## src/rtl/taint_stop_monitor.sv

```systemverilog
// Run-control monitor for the taint-instrumented SoC: watches the data bus and
// taint shadows, sequences RUN -> DRAIN -> DONE and records first-event step stamps.
module taint_stop_monitor #(
  parameter int unsigned AddrWidth   = 15,
  parameter int unsigned StopAddr    = 0,
  parameter int unsigned TrapAddr    = 8,
  parameter int unsigned DrainCycles = 50
) (
  input  logic                 clk_i,
  input  logic                 rst_ni,
  input  logic                 en_i,
  input  logic [31:0]          simlen_i,
  input  logic                 stop_on_trap_i,
  input  logic                 dmem_req_i,
  input  logic                 dmem_we_i,
  input  logic [AddrWidth-1:0] dmem_addr_i,
  input  logic [AddrWidth-1:0] dmem_addr_t0_i,
  input  logic [31:0]          dmem_wdata_t0_i,
  input  logic [31:0]          dmem_rdata_t0_i,
  input  logic [31:0]          pc_t0_i,
  output logic [1:0]           state_o,
  output logic                 done_o,
  output logic [2:0]           cause_o,
  output logic [31:0]          step_o,
  output logic                 stop_seen_o,
  output logic                 trap_seen_o,
  output logic                 pc_taint_o,
  output logic                 addr_taint_o,
  output logic                 bus_taint_o,
  output logic                 dest_taint_o,
  output logic [31:0]          pc_taint_step_o,
  output logic [31:0]          bus_taint_step_o
);

  localparam int unsigned CntLog = $clog2(DrainCycles + 1);
  localparam int unsigned CntW   = (CntLog < 1) ? 1 : CntLog;

  localparam logic [2:0] CauseNone   = 3'd0;
  localparam logic [2:0] CausePc     = 3'd1;
  localparam logic [2:0] CauseStop   = 3'd2;
  localparam logic [2:0] CauseTrap   = 3'd3;
  localparam logic [2:0] CauseSimlen = 3'd4;

  typedef enum logic [1:0] {
    ST_IDLE  = 2'd0,
    ST_RUN   = 2'd1,
    ST_DRAIN = 2'd2,
    ST_DONE  = 2'd3
  } state_e;

  state_e          r_state;
  logic [CntW-1:0] r_cnt;
  logic [2:0]      r_cause;
  logic [31:0]     r_step;
  logic            r_stop_seen;
  logic            r_trap_seen;
  logic            r_pc_taint;
  logic            r_addr_taint;
  logic            r_bus_taint;
  logic            r_dest_taint;
  logic [31:0]     r_pc_step;
  logic [31:0]     r_bus_step;

  logic        w_stop_hit;
  logic        w_trap_hit;
  logic        w_pc_t;
  logic        w_addr_t;
  logic        w_bus_t;
  logic        w_trigger;
  logic        w_simlen_hit;
  logic [2:0]  w_trig_cause;
  logic [31:0] w_step_next;

  // Event decode; address taint is deliberately not qualified by the request.
  assign w_stop_hit   = dmem_req_i & dmem_we_i & (dmem_addr_i == AddrWidth'(StopAddr));
  assign w_trap_hit   = dmem_req_i & dmem_we_i & (dmem_addr_i == AddrWidth'(TrapAddr));
  assign w_pc_t       = |pc_t0_i;
  assign w_addr_t     = |dmem_addr_t0_i;
  assign w_bus_t      = |dmem_rdata_t0_i;
  assign w_trigger    = w_pc_t | w_stop_hit | (w_trap_hit & stop_on_trap_i);
  assign w_trig_cause = w_pc_t ? CausePc : (w_stop_hit ? CauseStop : CauseTrap);
  assign w_simlen_hit = (simlen_i != 32'd0) && (r_step == simlen_i - 32'd1);
  assign w_step_next  = (&r_step) ? r_step : r_step + 32'd1;

  always_ff @(posedge clk_i or negedge rst_ni) begin
    if (!rst_ni) begin
      r_state      <= ST_IDLE;
      r_cnt        <= '0;
      r_cause      <= CauseNone;
      r_step       <= '0;
      r_stop_seen  <= 1'b0;
      r_trap_seen  <= 1'b0;
      r_pc_taint   <= 1'b0;
      r_addr_taint <= 1'b0;
      r_bus_taint  <= 1'b0;
      r_dest_taint <= 1'b0;
      r_pc_step    <= '0;
      r_bus_step   <= '0;
    end else begin
      case (r_state)
        ST_IDLE: begin
          if (en_i) r_state <= ST_RUN;
        end
        ST_RUN, ST_DRAIN: begin
          r_step <= w_step_next;
          if (w_pc_t && !r_pc_taint) begin
            r_pc_taint <= 1'b1;
            r_pc_step  <= r_step;
          end
          if (w_bus_t && !r_bus_taint) begin
            r_bus_taint <= 1'b1;
            r_bus_step  <= r_step;
          end
          if (w_addr_t)   r_addr_taint <= 1'b1;
          if (w_trap_hit) r_trap_seen  <= 1'b1;
          if (w_stop_hit && !r_stop_seen) begin
            r_stop_seen  <= 1'b1;
            r_dest_taint <= |dmem_wdata_t0_i;
          end
          // Run-length limit wins over a same-edge trigger and cuts a drain short.
          if (w_simlen_hit) begin
            r_state <= ST_DONE;
            if (r_cause == CauseNone) r_cause <= CauseSimlen;
          end else if (r_state == ST_RUN) begin
            if (w_trigger) begin
              r_state <= ST_DRAIN;
              r_cnt   <= CntW'(DrainCycles);
              r_cause <= w_trig_cause;
            end
          end else if (r_cnt == '0) begin
            r_state <= ST_DONE;
          end else begin
            r_cnt <= r_cnt - CntW'(1);
          end
        end
        default: ;
      endcase
    end
  end

  assign state_o          = r_state;
  assign done_o           = (r_state == ST_DONE);
  assign cause_o          = r_cause;
  assign step_o           = r_step;
  assign stop_seen_o      = r_stop_seen;
  assign trap_seen_o      = r_trap_seen;
  assign pc_taint_o       = r_pc_taint;
  assign addr_taint_o     = r_addr_taint;
  assign bus_taint_o      = r_bus_taint;
  assign dest_taint_o     = r_dest_taint;
  assign pc_taint_step_o  = r_pc_step;
  assign bus_taint_step_o = r_bus_step;

endmodule

```

## config.mk

```make
export PLATFORM = sky130hd
export DESIGN_NAME = taint_stop_monitor
export DESIGN_NICKNAME = d
export VERILOG_FILES = /design/src/rtl/taint_stop_monitor.sv
export SDC_FILE = /design/constraint.sdc
export NUM_CORES = 1
export LEC_CHECK = 0
export ABC_AREA = 0
export CORE_MARGIN = 5
export CORE_UTILIZATION = 35
export CTS_CLUSTER_SIZE = 40
export DETAILED_ROUTE_END_ITERATION = 12
export PLACE_DENSITY_LB_ADDON = 0.2
export SYNTH_ARGS = -nofsm -noshare
export SYNTH_HDL_FRONTEND = slang
export SYNTH_SLANG_ARGS = --single-unit
export TNS_END_PERCENT = 5
```

## constraint.sdc

```tcl
create_clock -name clk_i -period 3.8 [get_ports clk_i]
set_input_delay 0.57 -clock clk_i [delete_from_list [all_inputs] [get_ports clk_i]]
set_output_delay 0.57 -clock clk_i [all_outputs]
set_load 0.05 [all_outputs]
```

==> results of run 1 <==
==> power by group through the flow <==
stage,registers (mW),clock network [mW],logic [mW]
3_5_place_dp,1.23,0,0.294
6_report,1.21,1.57,0.294
4_1_cts,1.20,1.61,0.297
3_3_place_gp,1.23,0,0.293
5_1_grt,1.20,1.68,0.317
2_1_floorplan,1.23,0,0.0589
==> cell families (layout without fill, tap and decap cells) <==
kind of cell,count (synthesis),count (layout)
simple gates,247,247
flops,113,113
compound gates,68,68
xor+xnor,63,63
mux,63,63
buf+inv,48,339
fa+ha+maj,10,10
==> cells in the final DEF (no fill, tap or decap), types with 8 or more instances in the layout <==
cell / netlist / layout
nor3_1: 17 / 17
nand3_1: 19 / 19
mux2_2: 55 / 55
clkdlybuf4s50_1: 0 / 270
o21ai_0: 20 / 20
a21oi_1: 15 / 15
clkbuf_16: 0 / 17
inv_1: 20 / 20
ha_1: 10 / 10
nand2b_1: 9 / 9
xor2_1: 18 / 18
dfrtp_1: 113 / 113
nor2_1: 42 / 42
nand2_1: 41 / 41
buf_4: 1 / 16
xnor2_1: 45 / 45
nand4_1: 19 / 19
nor4_1: 40 / 40
and4_1: 8 / 8
==> per-stage QoR <==
step,hold slack [ns],setup WS [ns]
detailed placement,0.4477,0.005594
global route,0.2179,0.1729
global placement,0.4392,0.1769
finish,0.1713,0.4091
CTS,0.1895,0.4416
floorplan,0.2744,0.7259
==> area by class of cell <==
| class | instances | area, um^2 |
|---|---|---|
| Fill cell | 1623 | 7918 |
| Clock buffer | 23 | 498.0 |
| Clock inverter | 6 | 80.08 |
| Timing Repair Buffer | 290 | 2903 |
| Sequential cell | 113 | 2828 |
| Tap cell | 229 | 286.5 |
| Inverter | 20 | 75.07 |
| Multi-Input combinational cell | 451 | 3253 |
==> metal layers <==
| metal | global-route usage (%) | up-vias |
|---|---|---|
| met5 | 0 | - |
| met4 | 5.649 | 0 |
| met3 | 5.258 | 17 |
| met2 | 32.75 | 160 |
| met1 | 25.88 | 2676 |
| li1 | - | 2785 |
==> worst max-delay path by stage <==
stage / from / to
floorplan: step_o[3] / step_o[30]
global placement: simlen_i[0] / cause_o[1]
detailed placement: simlen_i[0] / cause_o[1]
CTS: simlen_i[0] / cause_o[1]
global route: simlen_i[0] / cause_o[1]
finish: simlen_i[0] / cause_o[1]
==> flip-flops by register name, indices dropped and copies added (netlist names) <==
name / cells
stop_seen_o: 1
pc_taint_step_o: 32
trap_seen_o: 1
addr_taint_o: 1
bus_taint_o: 1
bus_taint_step_o: 32
dest_taint_o: 1
r_cnt: 6
step_o: 32
cause_o: 3
pc_taint_o: 1
state_o: 2
==> impl_metrics.tcl, run 1 <==
set metrics [dict create \
    clkSinkCount 113 \
    p_int_mw 2.424 \
    clock-root-buffer "clkbuf_16" \
    finalSetupTns_ns 0 \
    critPathTopFamily "simple AND/OR/NAND/NOR gates" \
    fp.dieArea_um2 20720 \
    synthArstFlopShare_pct 100.0 \
    synthTopCellsByArea "dfrtp_1, mux2_2, xnor2_1" \
    yosysMostFrequentCell "dfrtp_1" \
    synthMuxAreaShare_pct 11.30 \
    syn-num-nets 786 \
    via_count 5638 \
    synth_common_cells "dfrtp_1, mux2_2, xnor2_1, nor2_1, nand2_1" \
    grt_max_degree 65 \
    path_class "in2reg" \
    cts_max_level 4 \
    grt_setup_unrepaired "false" \
    r2r_slack_ns 0.85 \
    num-nets-final 1067 \
    wl_met3_um 1290 \
    avgSynthCellArea_um2 10.26 \
    dieWidth_um 143.9 \
    cap_violations 0 \
    status "completed" \
    dp.cells 1103 \
    seq_area_frac_synth_pct 45.04 \
    grt_pass1_vias 5919 \
    end_kind "flip-flop" \
    fin_skew_ns 0.01074 \
    cts_hold_buf 0 \
    synth_top_area_cell "dfrtp_1" \
    p_leak_nw 4.072 \
    synthFlopType "dfrtp_1" \
    startpoint_type "input port" \
    max_stage_delay_ns 0.49 \
    synth_edf_count 0 \
    p_seq_share_pct 39.3 \
    p_clk_share_pct 51.1 \
    cp.arrival_ns 3.68 \
    track_usage_pct 19.89 \
    post_cts_resize_count 0 \
    numCtsBuffers 17 \
    crit_cells 13 \
    placed_area_um2 9345 \
    crit_fanout 18 \
    grt-ovfl-total 0 \
    p_total_mw 3.065 \
    synth_compound_area_share_pct 7.314 \
    rr_endpoint "step_o[30]" \
    switching_share_pct 20.91 \
    hold_class "in2async" \
    synth_simple_gate_area_share_pct 22.40 \
    path_clk_slew_ns 0.05 \
    worst_slew_pin_slew_ns 0.6367 \
    relSlewSlack_pct 57.55 \
    crit_chain "clkdlybuf4s50_1, inv_1, ha_1, nor4b_4, nand4_1, nor2_1, mux2i_1, or3_1, a32oi_1, and4_1, buf_12, nor2_2, mux2_4" \
    crit_buf_inv 3 \
    synth_seq_cells 113 \
    stdcell_count 1132 \
    totalWireLength_um 20260 \
    design_area_um2 9923 \
    drc 0 \
    ys_types 61 \
    synth_top_area_share_pct 45.04 \
    synthCells 612 \
    io_buffers 271 \
    drt_iter0_markers 259 \
    ant_nets 0 \
    rows 49 \
    synth_xor_area_share_pct 8.788 \
    slew_viol_final 0 \
    wl_per_cell_um 17.89 \
    met1_length_um 8724 \
    coreArea_um2 17840 \
    cts_max_path_buffers 2 \
    post_cts_buffers 0 \
    worstSkewPairLatency_ns 0.41 \
    setup_viol 0 \
    netSwitchingPower_mw 0.6410 \
    initial_core_util_pct 35.19 \
    worstRegToRegCells 10 \
    period_needed_ns 3.391 \
    die_y_um 143.9 \
    synth_top_family_by_area "simple AND/OR/NAND/NOR gates" \
    gp_congestion 0.8866 \
    route.met2.wl_um 9942 \
    grt_pass1_wl_um 32000 \
    finalHoldViolCount 0 \
    max_freq_mhz 294.9 \
    period_share_pct 89.23 \
    dr.max_layer_used "met4" \
    dp_hpwl_um 16260 \
    syn-cell-area_um2 6279 \
    firstDrtPassIters 5 \
    cp_slowest_cell "clkdlybuf4s50_1" \
    p_comb_share_pct 9.6 \
    io_pins 272 \
    synth_warnings 0 \
    cts_tree "yes" \
    reg2reg_from "step_o[5]" \
    antenna_found_initial 0 \
    diodes 0 \
    required_ns 4.09 \
    synth_adder_area_share_pct 1.993 \
    utilization_pct 55.62 \
    drive_above_1_share_pct 13.51 \
    viasPerCell 4.981 \
    area_growth_pct 58.05 \
    peakVddDrop_uv 287.8 \
    power_density_nw_per_um2 308.9 \
]
Power figures use the tool's default switching activity.
==> inputs of run 2 (changes only) <==
--- a/config.mk
+++ b/config.mk
@@ -6,8 +6,10 @@
 export NUM_CORES = 1
 export LEC_CHECK = 0
 export ABC_AREA = 0
+export CELL_PAD_IN_SITES_DETAIL_PLACEMENT = 0
+export CELL_PAD_IN_SITES_GLOBAL_PLACEMENT = 1
 export CORE_MARGIN = 5
-export CORE_UTILIZATION = 35
+export CORE_UTILIZATION = 34
 export CTS_CLUSTER_SIZE = 40
 export DETAILED_ROUTE_END_ITERATION = 12
 export PLACE_DENSITY_LB_ADDON = 0.2
==> run 2 against run 1 <==
Clock skew shrank 0.0019 ns; combinational power is essentially flat; cell count is 0.88% higher; first-iteration DRC count decreased by 6.2%; count of clock-buffer cells in the layout unchanged; register-to-register slack worse by 0.28 ns; worst setup slack improved by 0.071 ns; sequential share of layout area fell by 0.086 points; critical path type unchanged; critical endpoint unchanged.
==> impl_metrics.tcl, run 2 (synthesis results as in run 1) <==
set metrics [dict create \
    cts_tree "yes" \
    worstSkewPairLatency_ns 0.41 \
    drc 0 \
    period_share_pct 87.37 \
    grt_setup_unrepaired "false" \
    worst_slew_pin_slew_ns 0.8834 \
    numCtsBuffers 17 \
    regArea_um2 2828 \
    io_buffers 271 \
    diodes 0 \
    area_growth_pct 58.53 \
    relSlewSlack_pct 41.11 \
    post_cts_resize_count 0 \
    required_ns 4.09 \
    switching_share_pct 21.41 \
    p_seq_share_pct 39.9 \
    design_area_um2 9953 \
    post_cts_buffers 0 \
    p_int_mw 2.375 \
    cts_max_level 4 \
    grt_max_degree 67 \
    post-place-ws_ns 0.09338 \
    clock-root-buffer "clkbuf_16" \
    via_count 5817 \
    viasPerCell 5.094 \
    layout_common_cells "clkdlybuf4s50_1, dfrtp_1, mux2_2" \
    ant_nets 0 \
    wl_per_cell_um 18.98 \
    finalWorstSetupSlack_ns 0.4799 \
    peakVddDrop_uv 298.1 \
    fillers 1579 \
    fp.dieArea_um2 21280 \
    p_total_mw 3.022 \
    startpoint_type "input port" \
    cp.arrival_ns 3.61 \
    die_y_um 145.9 \
    track_usage_pct 20.16 \
    antenna_found_initial 0 \
    coreArea_um2 18090 \
    gp_congestion 0.9320 \
    drt_iter0_markers 243 \
    p_leak_nw 4.101 \
    p_comb_share_pct 9.8 \
    initial_core_util_pct 34.71 \
    max_freq_mhz 301.2 \
    finalSetupTns_ns 0 \
    setup_viol 0 \
    fin_skew_ns 0.008806 \
    cts_max_path_buffers 2 \
    path_clk_slew_ns 0.05 \
    grt_pass1_wl_um 33840 \
    rows 49 \
    dp_hpwl_um 17260 \
    firstDrtPassIters 6 \
    totalWireLength_um 21680 \
    slew_viol_final 0 \
    placed_area_um2 9400 \
    cap_violations 0 \
    period_needed_ns 3.320 \
    drive_above_1_share_pct 14.13 \
    grt-ovfl-total 0 \
    num-nets-final 1076 \
    path_class "in2reg" \
    p_clk_share_pct 50.3 \
    hold_class "in2async" \
    multi_input_area_um2 3253 \
    power_density_nw_per_um2 303.6 \
    cts_hold_buf 0 \
    layout_commonest_cell "clkdlybuf4s50_1" \
    crit_fanout 18 \
    io_pins 272 \
    status "completed" \
    end_kind "flip-flop" \
    dieWidth_um 145.9 \
    utilization_pct 55.03 \
    netSwitchingPower_mw 0.6470 \
    finalHoldViolCount 0 \
    grt_pass1_vias 6062 \
    clkSinkCount 113 \
]
run 2: cell types whose count changed in the layout (fill, tap and decap cells not counted):
| cell | change |
|---|---|
| buf_4 | +10 |
| buf_12 | -1 |
| clkbuf_1 | +3 |
| clkinv_2 | +1 |
| clkbuf_8 | -3 |
run 2: cell type report:
| cell class | instances | share of cell area, % |
|---|---|---|
| inverter | 20 | 0.7542 |
| multi-input combinational | 451 | 32.68 |
| tap | 229 | 2.879 |
| clock buffer | 23 | 4.701 |
| clock inverter | 7 | 0.8548 |
| sequential | 113 | 28.41 |
| timing repair buffer | 299 | 29.72 |
run 2: worst paths after layout:
| path | start | end | slack, ns | depth (start not counted) |
|---|---|---|---|---|
| worst max-delay path | simlen_i[2] | cause_o[1] | 0.48 | 10 |
| worst min-delay path | rst_ni | dest_taint_o | 0.27 | 1 |
| worst max register to register | step_o[4] | step_o[30] | 0.57 | 9 |
| worst min register to register | addr_taint_o | addr_taint_o | 0.48 | 1 |
| max in group asynchronous | rst_ni | bus_taint_step_o[21] | 2.62 | 2 |
| min in group clk_i | addr_taint_o | addr_taint_o | 0.48 | 1 |
run 2: stage by stage:
step           cells  hold slack, ns
2_1_floorplan    612          0.2744
3_3_place_gp    1112          0.4626
3_5_place_dp    1112          0.4686
4_1_cts         1142          0.2907
5_1_grt         1142          0.3606
6_report        1142          0.2748
run 2: worst max-delay path, cell delays in order:
cell	delay [ns]
clkdlybuf4s50_1	0.57
nor4b_4	0.49
nand4_1	0.31
nor4_1	0.33
mux2i_1	0.37
nor4_2	0.09
and4_1	0.25
buf_12	0.16
nor2_2	0.16
mux2_4	0.31
run 2: routing by layer:
layer / GRT usage, % / routed length, um
met4: 6.363 / 388
met1: 26.32 / 9753
met2: 32.75 / 10290
met3: 5.357 / 1244
met5: 0 / 0
run 2: power by group through the flow:
stage	Sequential, mW	Combinational (mW)	Clock, mW
finish	1.21	0.296	1.52
global route	1.20	0.320	1.61
CTS	1.20	0.297	1.55
detailed placement	1.23	0.296	0
global placement	1.23	0.293	0
floorplan	1.23	0.0589	0
